--- src/rtl/gs_pkg.sv ---
// rtl/gs_pkg.sv - shared state and select encodings for the Goldschmidt divider sequencer
package gs_pkg;

    typedef enum logic [2:0] {
        IDLE   = 3'd0,
        K_STEP = 3'd1,
        N_STEP = 3'd2,
        D_STEP = 3'd3,
        DONE   = 3'd4
    } gs_state_t;

    // Multiplicand select: raw operand on the first iteration, feedback register afterwards
    localparam logic [1:0] ND_RAW_D = 2'b00;
    localparam logic [1:0] ND_RAW_N = 2'b01;
    localparam logic [1:0] ND_FB_D  = 2'b10;
    localparam logic [1:0] ND_FB_N  = 2'b11;

    // K source: initial approximation on the first iteration, (2 - D) afterwards
    localparam logic KSEL_IA = 1'b0;
    localparam logic KSEL_FB = 1'b1;

endpackage

--- src/rtl/gs_iter_counter.sv ---
// rtl/gs_iter_counter.sv - saturating refinement-iteration counter for the divider sequencer
module gs_iter_counter #(
    parameter int ITER = 3,
    parameter int W    = $clog2(ITER + 1)
) (
    input  logic         clk_i,
    input  logic         rst_ni,
    input  logic         clr_i,
    input  logic         inc_i,
    output logic [W-1:0] it_o,
    output logic         last_o
);

    localparam logic [W-1:0] LAST_IT = W'(ITER - 1);

    logic [W-1:0] it_q;

    // Counter clears at the start of each divide and stops at the last iteration, never wrapping
    always_ff @(posedge clk_i or negedge rst_ni) begin
        if (!rst_ni) begin
            it_q <= '0;
        end else if (clr_i) begin
            it_q <= '0;
        end else if (inc_i && !last_o) begin
            it_q <= it_q + 1'b1;
        end
    end

    assign it_o   = it_q;
    assign last_o = (it_q == LAST_IT);

endmodule

--- src/rtl/goldschmidt_ctrl.sv ---
// rtl/goldschmidt_ctrl.sv - K/N/D multiply sequencer with start/busy/done handshake
module goldschmidt_ctrl
    import gs_pkg::*;
#(
    parameter int ITER = 3
) (
    input  logic       clk_i,
    input  logic       rst_ni,
    input  logic       start_i,
    input  logic       flush_i,
    output logic       k_select_o,
    output logic [1:0] nd_select_o,
    output logic       k_load_o,
    output logic       n_enable_o,
    output logic       d_enable_o,
    output logic       busy_o,
    output logic       done_o
);

    localparam int W = $clog2(ITER + 1);

    if (ITER < 1) begin : g_bad_iter
        $error("goldschmidt_ctrl: ITER must be at least 1");
    end

    gs_state_t    state_q;
    logic [W-1:0] it;
    logic         it_last;
    logic         it_clr;
    logic         it_inc;

    logic         k_select_q;
    logic [1:0]   nd_select_q;
    logic         k_load_q;
    logic         n_enable_q;
    logic         d_enable_q;
    logic         busy_q;
    logic         done_q;

    // Counter restarts on every accepted start or flush and advances only on a non-final D step
    always_comb begin
        it_clr = flush_i || (((state_q == IDLE) || (state_q == DONE)) && start_i);
        it_inc = !flush_i && (state_q == D_STEP) && !it_last;
    end

    gs_iter_counter #(
        .ITER (ITER),
        .W    (W)
    ) u_iter_counter (
        .clk_i  (clk_i),
        .rst_ni (rst_ni),
        .clr_i  (it_clr),
        .inc_i  (it_inc),
        .it_o   (it),
        .last_o (it_last)
    );

    // Moore FSM; outputs are registered alongside the state they belong to, so they
    // already reflect the entered state and its iteration in the same cycle
    always_ff @(posedge clk_i or negedge rst_ni) begin
        if (!rst_ni) begin
            state_q     <= IDLE;
            k_select_q  <= KSEL_IA;
            nd_select_q <= ND_RAW_D;
            k_load_q    <= 1'b0;
            n_enable_q  <= 1'b0;
            d_enable_q  <= 1'b0;
            busy_q      <= 1'b0;
            done_q      <= 1'b0;
        end else begin
            k_select_q  <= KSEL_IA;
            nd_select_q <= ND_RAW_D;
            k_load_q    <= 1'b0;
            n_enable_q  <= 1'b0;
            d_enable_q  <= 1'b0;
            busy_q      <= 1'b0;
            done_q      <= 1'b0;
            if (flush_i) begin
                state_q <= IDLE;
            end else begin
                case (state_q)
                    IDLE, DONE: begin
                        if (start_i) begin
                            state_q    <= K_STEP;
                            k_select_q <= KSEL_IA;
                            k_load_q   <= 1'b1;
                            busy_q     <= 1'b1;
                        end else begin
                            state_q <= IDLE;
                        end
                    end
                    K_STEP: begin
                        // K is captured before D is overwritten, so N and D share this K
                        state_q     <= N_STEP;
                        n_enable_q  <= 1'b1;
                        busy_q      <= 1'b1;
                        nd_select_q <= (it == '0) ? ND_RAW_N : ND_FB_N;
                    end
                    N_STEP: begin
                        state_q     <= D_STEP;
                        d_enable_q  <= 1'b1;
                        busy_q      <= 1'b1;
                        nd_select_q <= (it == '0) ? ND_RAW_D : ND_FB_D;
                    end
                    D_STEP: begin
                        if (it_last) begin
                            state_q <= DONE;
                            done_q  <= 1'b1;
                        end else begin
                            state_q    <= K_STEP;
                            k_select_q <= KSEL_FB;
                            k_load_q   <= 1'b1;
                            busy_q     <= 1'b1;
                        end
                    end
                    default: begin
                        state_q <= IDLE;
                    end
                endcase
            end
        end
    end

    assign k_select_o  = k_select_q;
    assign nd_select_o = nd_select_q;
    assign k_load_o    = k_load_q;
    assign n_enable_o  = n_enable_q;
    assign d_enable_o  = d_enable_q;
    assign busy_o      = busy_q;
    assign done_o      = done_q;

endmodule

--- config.mk ---
export PLATFORM = sky130hd
export DESIGN_NAME = goldschmidt_ctrl
export DESIGN_NICKNAME = d
export VERILOG_FILES = /design/src/rtl/gs_pkg.sv /design/src/rtl/gs_iter_counter.sv /design/src/rtl/goldschmidt_ctrl.sv
export SDC_FILE = /design/constraint.sdc
export NUM_CORES = 1
export LEC_CHECK = 0
export CAP_MARGIN = 20
export CORE_MARGIN = 8
export CORE_UTILIZATION = 30
export DETAILED_ROUTE_END_ITERATION = 10
export SYNTH_ARGS = -nofsm -noshare
export SYNTH_HDL_FRONTEND = slang
export SYNTH_HIERARCHICAL = 1
export SYNTH_SLANG_ARGS = --single-unit
--- constraint.sdc ---
create_clock -name clk_i -period 2.15 [get_ports clk_i]
set_input_delay 0.43 -clock clk_i [delete_from_list [all_inputs] [get_ports clk_i]]
set_output_delay 0.43 -clock clk_i [all_outputs]
set_load 0.02 [all_outputs]
# ---- Word level (Yosys, flattened, before mapping)
# Index checks and enable logic that the tools add are counted.
# Widths: inputs -> output; s select.
dict set report classes {
  eq_ne 5
  n_reduce_logical 13
  muxes 25
  add_sub_neg 1
}
# operator n
set ops {}
lappend ops {{$mux 1} 14}
lappend ops {{$pmux 3 s4} 1}
lappend ops {{$mux 2} 5}
lappend ops {{$eq 3x2->1 const B} 2}
lappend ops {{$mux 3} 2}
lappend ops {{$logic_and 1x1->1} 4}
lappend ops {{$pmux 2 s2} 1}
lappend ops {{$reduce_or 2->1} 2}
lappend ops {{$eq 3x1->1 const B} 1}
lappend ops {{$eq 3x3->1 const B} 1}
lappend ops {{$logic_not 3->1} 1}
lappend ops {{$pmux 1 s3} 1}
lappend ops {{$add 2x1->2 const B} 1}
lappend ops {{$eq 2x2->1 const B} 1}
lappend ops {{$logic_not 1->1} 2}
lappend ops {{$logic_not 2->1} 1}
lappend ops {{$logic_or 1x1->1} 2}
lappend ops {{$pmux 1 s2} 1}
lappend ops {{$reduce_bool 2->1} 1}
dict set report totals {
  register_bits 13
  in_bits 4
  output_inout_bits 8
  elab_cells 53
}

# ---- Longest topological paths before layout
dict set report logic_depth {
  depth_word 6
  depth_mapped 5
  mapped_depth_nobuf 5
}

# ---- Modules after synthesis
# The synthesis kept the hierarchy.
# mod cells_per_inst seq_area_each_um2 area_per_inst_um2 n_inst
set by_module_without_submodules {}
lappend by_module_without_submodules {goldschmidt_ctrl 34 275.3 421.7 1}
lappend by_module_without_submodules {gs_iter_counter 11 50.0 130.1 1}

# ---- Least setup slack after synthesis
# No wires, ideal clock.
dict set report synth_timing {
  kind {register to register}
  startpoint {register state_q[1]}
  endpoint {register u_iter_counter.it_q[0] (netlist: u_iter_counter/it_o[0])}
  required_time_ps 2025
  n_path_buf 0
  period_less_slack_ps 1532
  arrival_ps 1407
  setup_ps 125
  stages_incl_launch_ff 6
  setup_slack_ps 618
  path_cell_list {dfrtp_1 nor2b_1 nand2b_1 nor3b_1 nor2b_4 mux2_4}
}
dict set report synth_between {
  elab_chain_cells 5
  word_cells_on_any_way 11
  classes_between {2 x eq/ne; 1 x mux; 8 x reduce/logical}
}
# element line_no
set synth_lines {}
lappend synth_lines {{start: declaration} goldschmidt_ctrl.sv:26} ;# gs_state_t state_q;
lappend synth_lines {{start signal: assignment} goldschmidt_ctrl.sv:62} ;# state_q <= IDLE;
lappend synth_lines {{start signal: assignment} goldschmidt_ctrl.sv:79} ;# state_q <= IDLE;
lappend synth_lines {{start signal: assignment} goldschmidt_ctrl.sv:84} ;# state_q <= K_STEP;
lappend synth_lines {{$eq 3x2->1} goldschmidt_ctrl.sv:43} ;# it_inc = !flush_i && (state_q == D_STEP) && !it_last;
lappend synth_lines {{$logic_and 1x1->1 (2 in a row)} goldschmidt_ctrl.sv:43}
lappend synth_lines {{via it_inc} goldschmidt_ctrl.sv:30} ;# logic it_inc;
lappend synth_lines {{$logic_and 1x1->1} gs_iter_counter.sv:24} ;# end else if (inc_i && !last_o) begin
lappend synth_lines {{$reduce_bool 2->1 (no line)} n/a}
lappend synth_lines {{end signal: assignment} gs_iter_counter.sv:25} ;# it_q <= it_q + 1'b1;
lappend synth_lines {{end: declaration} gs_iter_counter.sv:16} ;# logic [W-1:0] it_q;
# The timed path passes the listed nets, and every way through them passes these cells.
# A chain may end at the register's enable or synchronous reset.

# ---- Worst setup path after layout
dict set report layout_timing {
  startpoint {register state_q[1]}
  endpoint {register u_iter_counter.it_q[1] (netlist: u_iter_counter/it_o[1])}
}
# Same word-level chain as after synthesis.

==> results.sh <==
export IMPL_fin_ws_ps=456.3
export IMPL_p_leak_uw=0.0003034
export IMPL_required_ps=2310
export IMPL_hold_buffers=0
export IMPL_fin_tns_setup_ps=0
export IMPL_die_h_um=58.89
export IMPL_cts_sinks=13
export IMPL_cts_tree="yes"
export IMPL_start_kind="flip-flop"
export IMPL_crit_buf_inv=0
export IMPL_grt_first_pass_wirelength_mm=1.787
export IMPL_crit_fanout=7
export IMPL_synthTopCellsByArea="dfrtp_1, mux2_4, nor2_1, nor2b_1, nor4b_1"
export IMPL_track_usage=0.07000
export IMPL_irDropWorstVdd_mv=0.3691
export IMPL_worstMarginPinSlew_ps=592.1
export IMPL_synth_edf_count=0
export IMPL_num_fill_cells=180
export IMPL_cts_buffers=3
export IMPL_critPathKind="flip-flop to flip-flop"
export IMPL_fin_area_um2=721.9
export IMPL_hold_path_class="primary input to asynchronous set/reset pin"
export IMPL_die_area_um2=3467
export IMPL_status="complete, no violations"
export IMPL_port_buffers=11
export IMPL_setup_viol=0
export IMPL_gp_congestion=0.6903
export IMPL_clockBufferDepth=2
export IMPL_synth_ff_latch_count=13
export IMPL_dpl_instance_area_um2=695.7
export IMPL_avgSynthCellArea_um2=12.26
export IMPL_overflow=0
export IMPL_ys_warn_count=6
export IMPL_synth_area_um2=551.8
export IMPL_initial_core_util=0.3196
export IMPL_grt_max_degree=14
export IMPL_finalClockSkew_ps=0.9950
export IMPL_clk_pin_slew_ps=80
export IMPL_slew_viol_final=0
export IMPL_min_period_ps=1694
export IMPL_num_io_pins=12
export IMPL_timing_hold_ws_ps=527.1
export IMPL_yosys_cell_types_count=20
export IMPL_core_um2=1727
export IMPL_synth_area_leader_cell="dfrtp_1"
export IMPL_drcViolationCount=0
export IMPL_post_cts_resized=0
export IMPL_post_drt_wl_per_cell_um=12.42
export IMPL_clockRootBuffer="clkbuf_4"
export IMPL_synthCells=45
export IMPL_row_count=15
export IMPL_yosys_top_cells_count="dfrtp_1, nor2_1, nor2b_1"
export IMPL_slowest_stage="dfrtp_1"
export IMPL_synth_top_cell_area_share=0.5896
export IMPL_seq_area_frac_synth=0.5896
export IMPL_relSlewSlack=0.6041
export IMPL_first_iter_violations=4
export IMPL_hpwlAfterDp_um=771.4
export IMPL_cts_setup_buffers=0
export IMPL_layout_area_overhead_vs_synth_pct=30.84
export IMPL_maxCapViolCount=0
export IMPL_yosysMostFrequentCell="dfrtp_1"
export IMPL_synthesis_nets=50
export IMPL_dr_pass1_iters=4
export IMPL_finalCritPeriodShare=0.7877
export IMPL_die_x_um=58.89
export IMPL_slowest_delay_ps=480
export IMPL_wirelength_mm=1.056
export IMPL_final_hold_viol_count=0
export IMPL_grt_setup_unrepaired="false"
export IMPL_ys_async_sr_fraction=1.000
export IMPL_antenna_left=0
export IMPL_crit_family="simple AND/OR/NAND/NOR gates"
export IMPL_via_per_inst=4.624
export IMPL_antenna_diode_count=0
export IMPL_worstPathArrival_ps=1860
export IMPL_via_count=393
export IMPL_pre_cts_slack_ps=189.1
export IMPL_cts_max_level=1
export IMPL_end_kind="flip-flop"
export IMPL_drive_gt1_frac=0.1333
export IMPL_nets=66
export IMPL_max_freq_mhz=590.4
export IMPL_critical_path_cell_chain="nor2b_1, nand2b_1, nor3b_1, nor2b_4, mux2_4"
export IMPL_antenna_found_initial=0
export IMPL_powerDensity_nw_per_um2=739.8
export IMPL_synth_ff_type="dfrtp_1"
export IMPL_grt_pass1_vias=389
export IMPL_clkLatencyLatePin_ps=270
==> flip-flops by register name, summed over array words and instances, names as in the netlist <==
name,count
busy_o,1
u_iter_counter/it_o,2
k_load_o,1
done_o,1
nd_select_o,2
d_enable_o,1
k_select_o,1
state_q,3
n_enable_o,1
==> area by class of cell <==
cell class                      instances  area, um^2  area share
Sequential cell                        13       325.3      0.4506
Tap cell                               25       31.28     0.04333
Clock buffer                            4       26.28     0.03640
Timing Repair Buffer                   12       117.6      0.1629
Inverter                                1       3.754    0.005199
Multi-Input combinational cell         30       217.7      0.3016
==> layout by cell type, fill, tap and decap left out, drive strengths merged <==
cell	n
a21oi	2
a311oi	1
buf	1
clkbuf	4
clkdlybuf4s50	11
dfrtp	13
ha	1
inv	1
mux2	2
nand2	2
nand2b	1
nand3b	1
nor2	6
nor2b	4
nor3	1
nor3b	2
nor4b	2
o21a	2
or2b	1
or3b	1
xnor2	1
==> worst register-to-register path: cells and delay by family, from the launching register on <==
family / cells / cell delay (ps)
simple gates: 4 / 810
mux: 1 / 300
flops: 1 / 480
==> per-stage QoR <==
| step | std cells | util | total power (uW) |
|---|---|---|---|
| CTS | 85 | 0.4181 | 542.1 |
| detailed placement | 81 | 0.4029 | 389.8 |
| finish | 85 | 0.4181 | 534.1 |
| floorplan | 45 | - | 344.4 |
| global placement | 81 | 0.4029 | 387.7 |
| global route | 85 | 0.4181 | 567.8 |
==> routing by layer <==
metal  track usage  vias up  wire length, um
li1              -      183                -
met1       0.07712      195              449
met2        0.1028       13              508
met3       0.03913        2               74
met4       0.04096        0               23
met5             0        -                0
==> path summary, 6_finish.rpt <==
path / from / endpoint / slack, ps / cells past startpoint
setup / recovery: state_q[1] / u_iter_counter/it_o[1] / 460 / 5
hold / removal: rst_ni / k_select_o / 530 / 1
setup reg to reg: state_q[1] / u_iter_counter/it_o[1] / 460 / 5
hold reg to reg: state_q[2] / nd_select_o[0] / 540 / 1
max in group asynchronous: rst_ni / k_load_o / 1240 / 1
min in group clk_i: state_q[2] / nd_select_o[0] / 540 / 1
==> kinds of logic after synthesis <==
family                     count (synthesis)  share of synthesized area
buffers and inverters                      2                    0.01586
adders and majority gates                  1                    0.02267
AOI/OAI and AO/OA                          5                    0.06122
DFF                                       13                     0.5896
xor gates and xnor gates                   1                    0.01588
muxes                                      2                    0.05442
and+or+nand+nor                           21                     0.2404
==> where the power goes <==
group          internal, uW  total, uW  switching [uW]
Combinational          54.0        103            49.4
Sequential              262        280            18.4
Clock                  71.9        150            78.5
(Power assumes the default switching activity.)
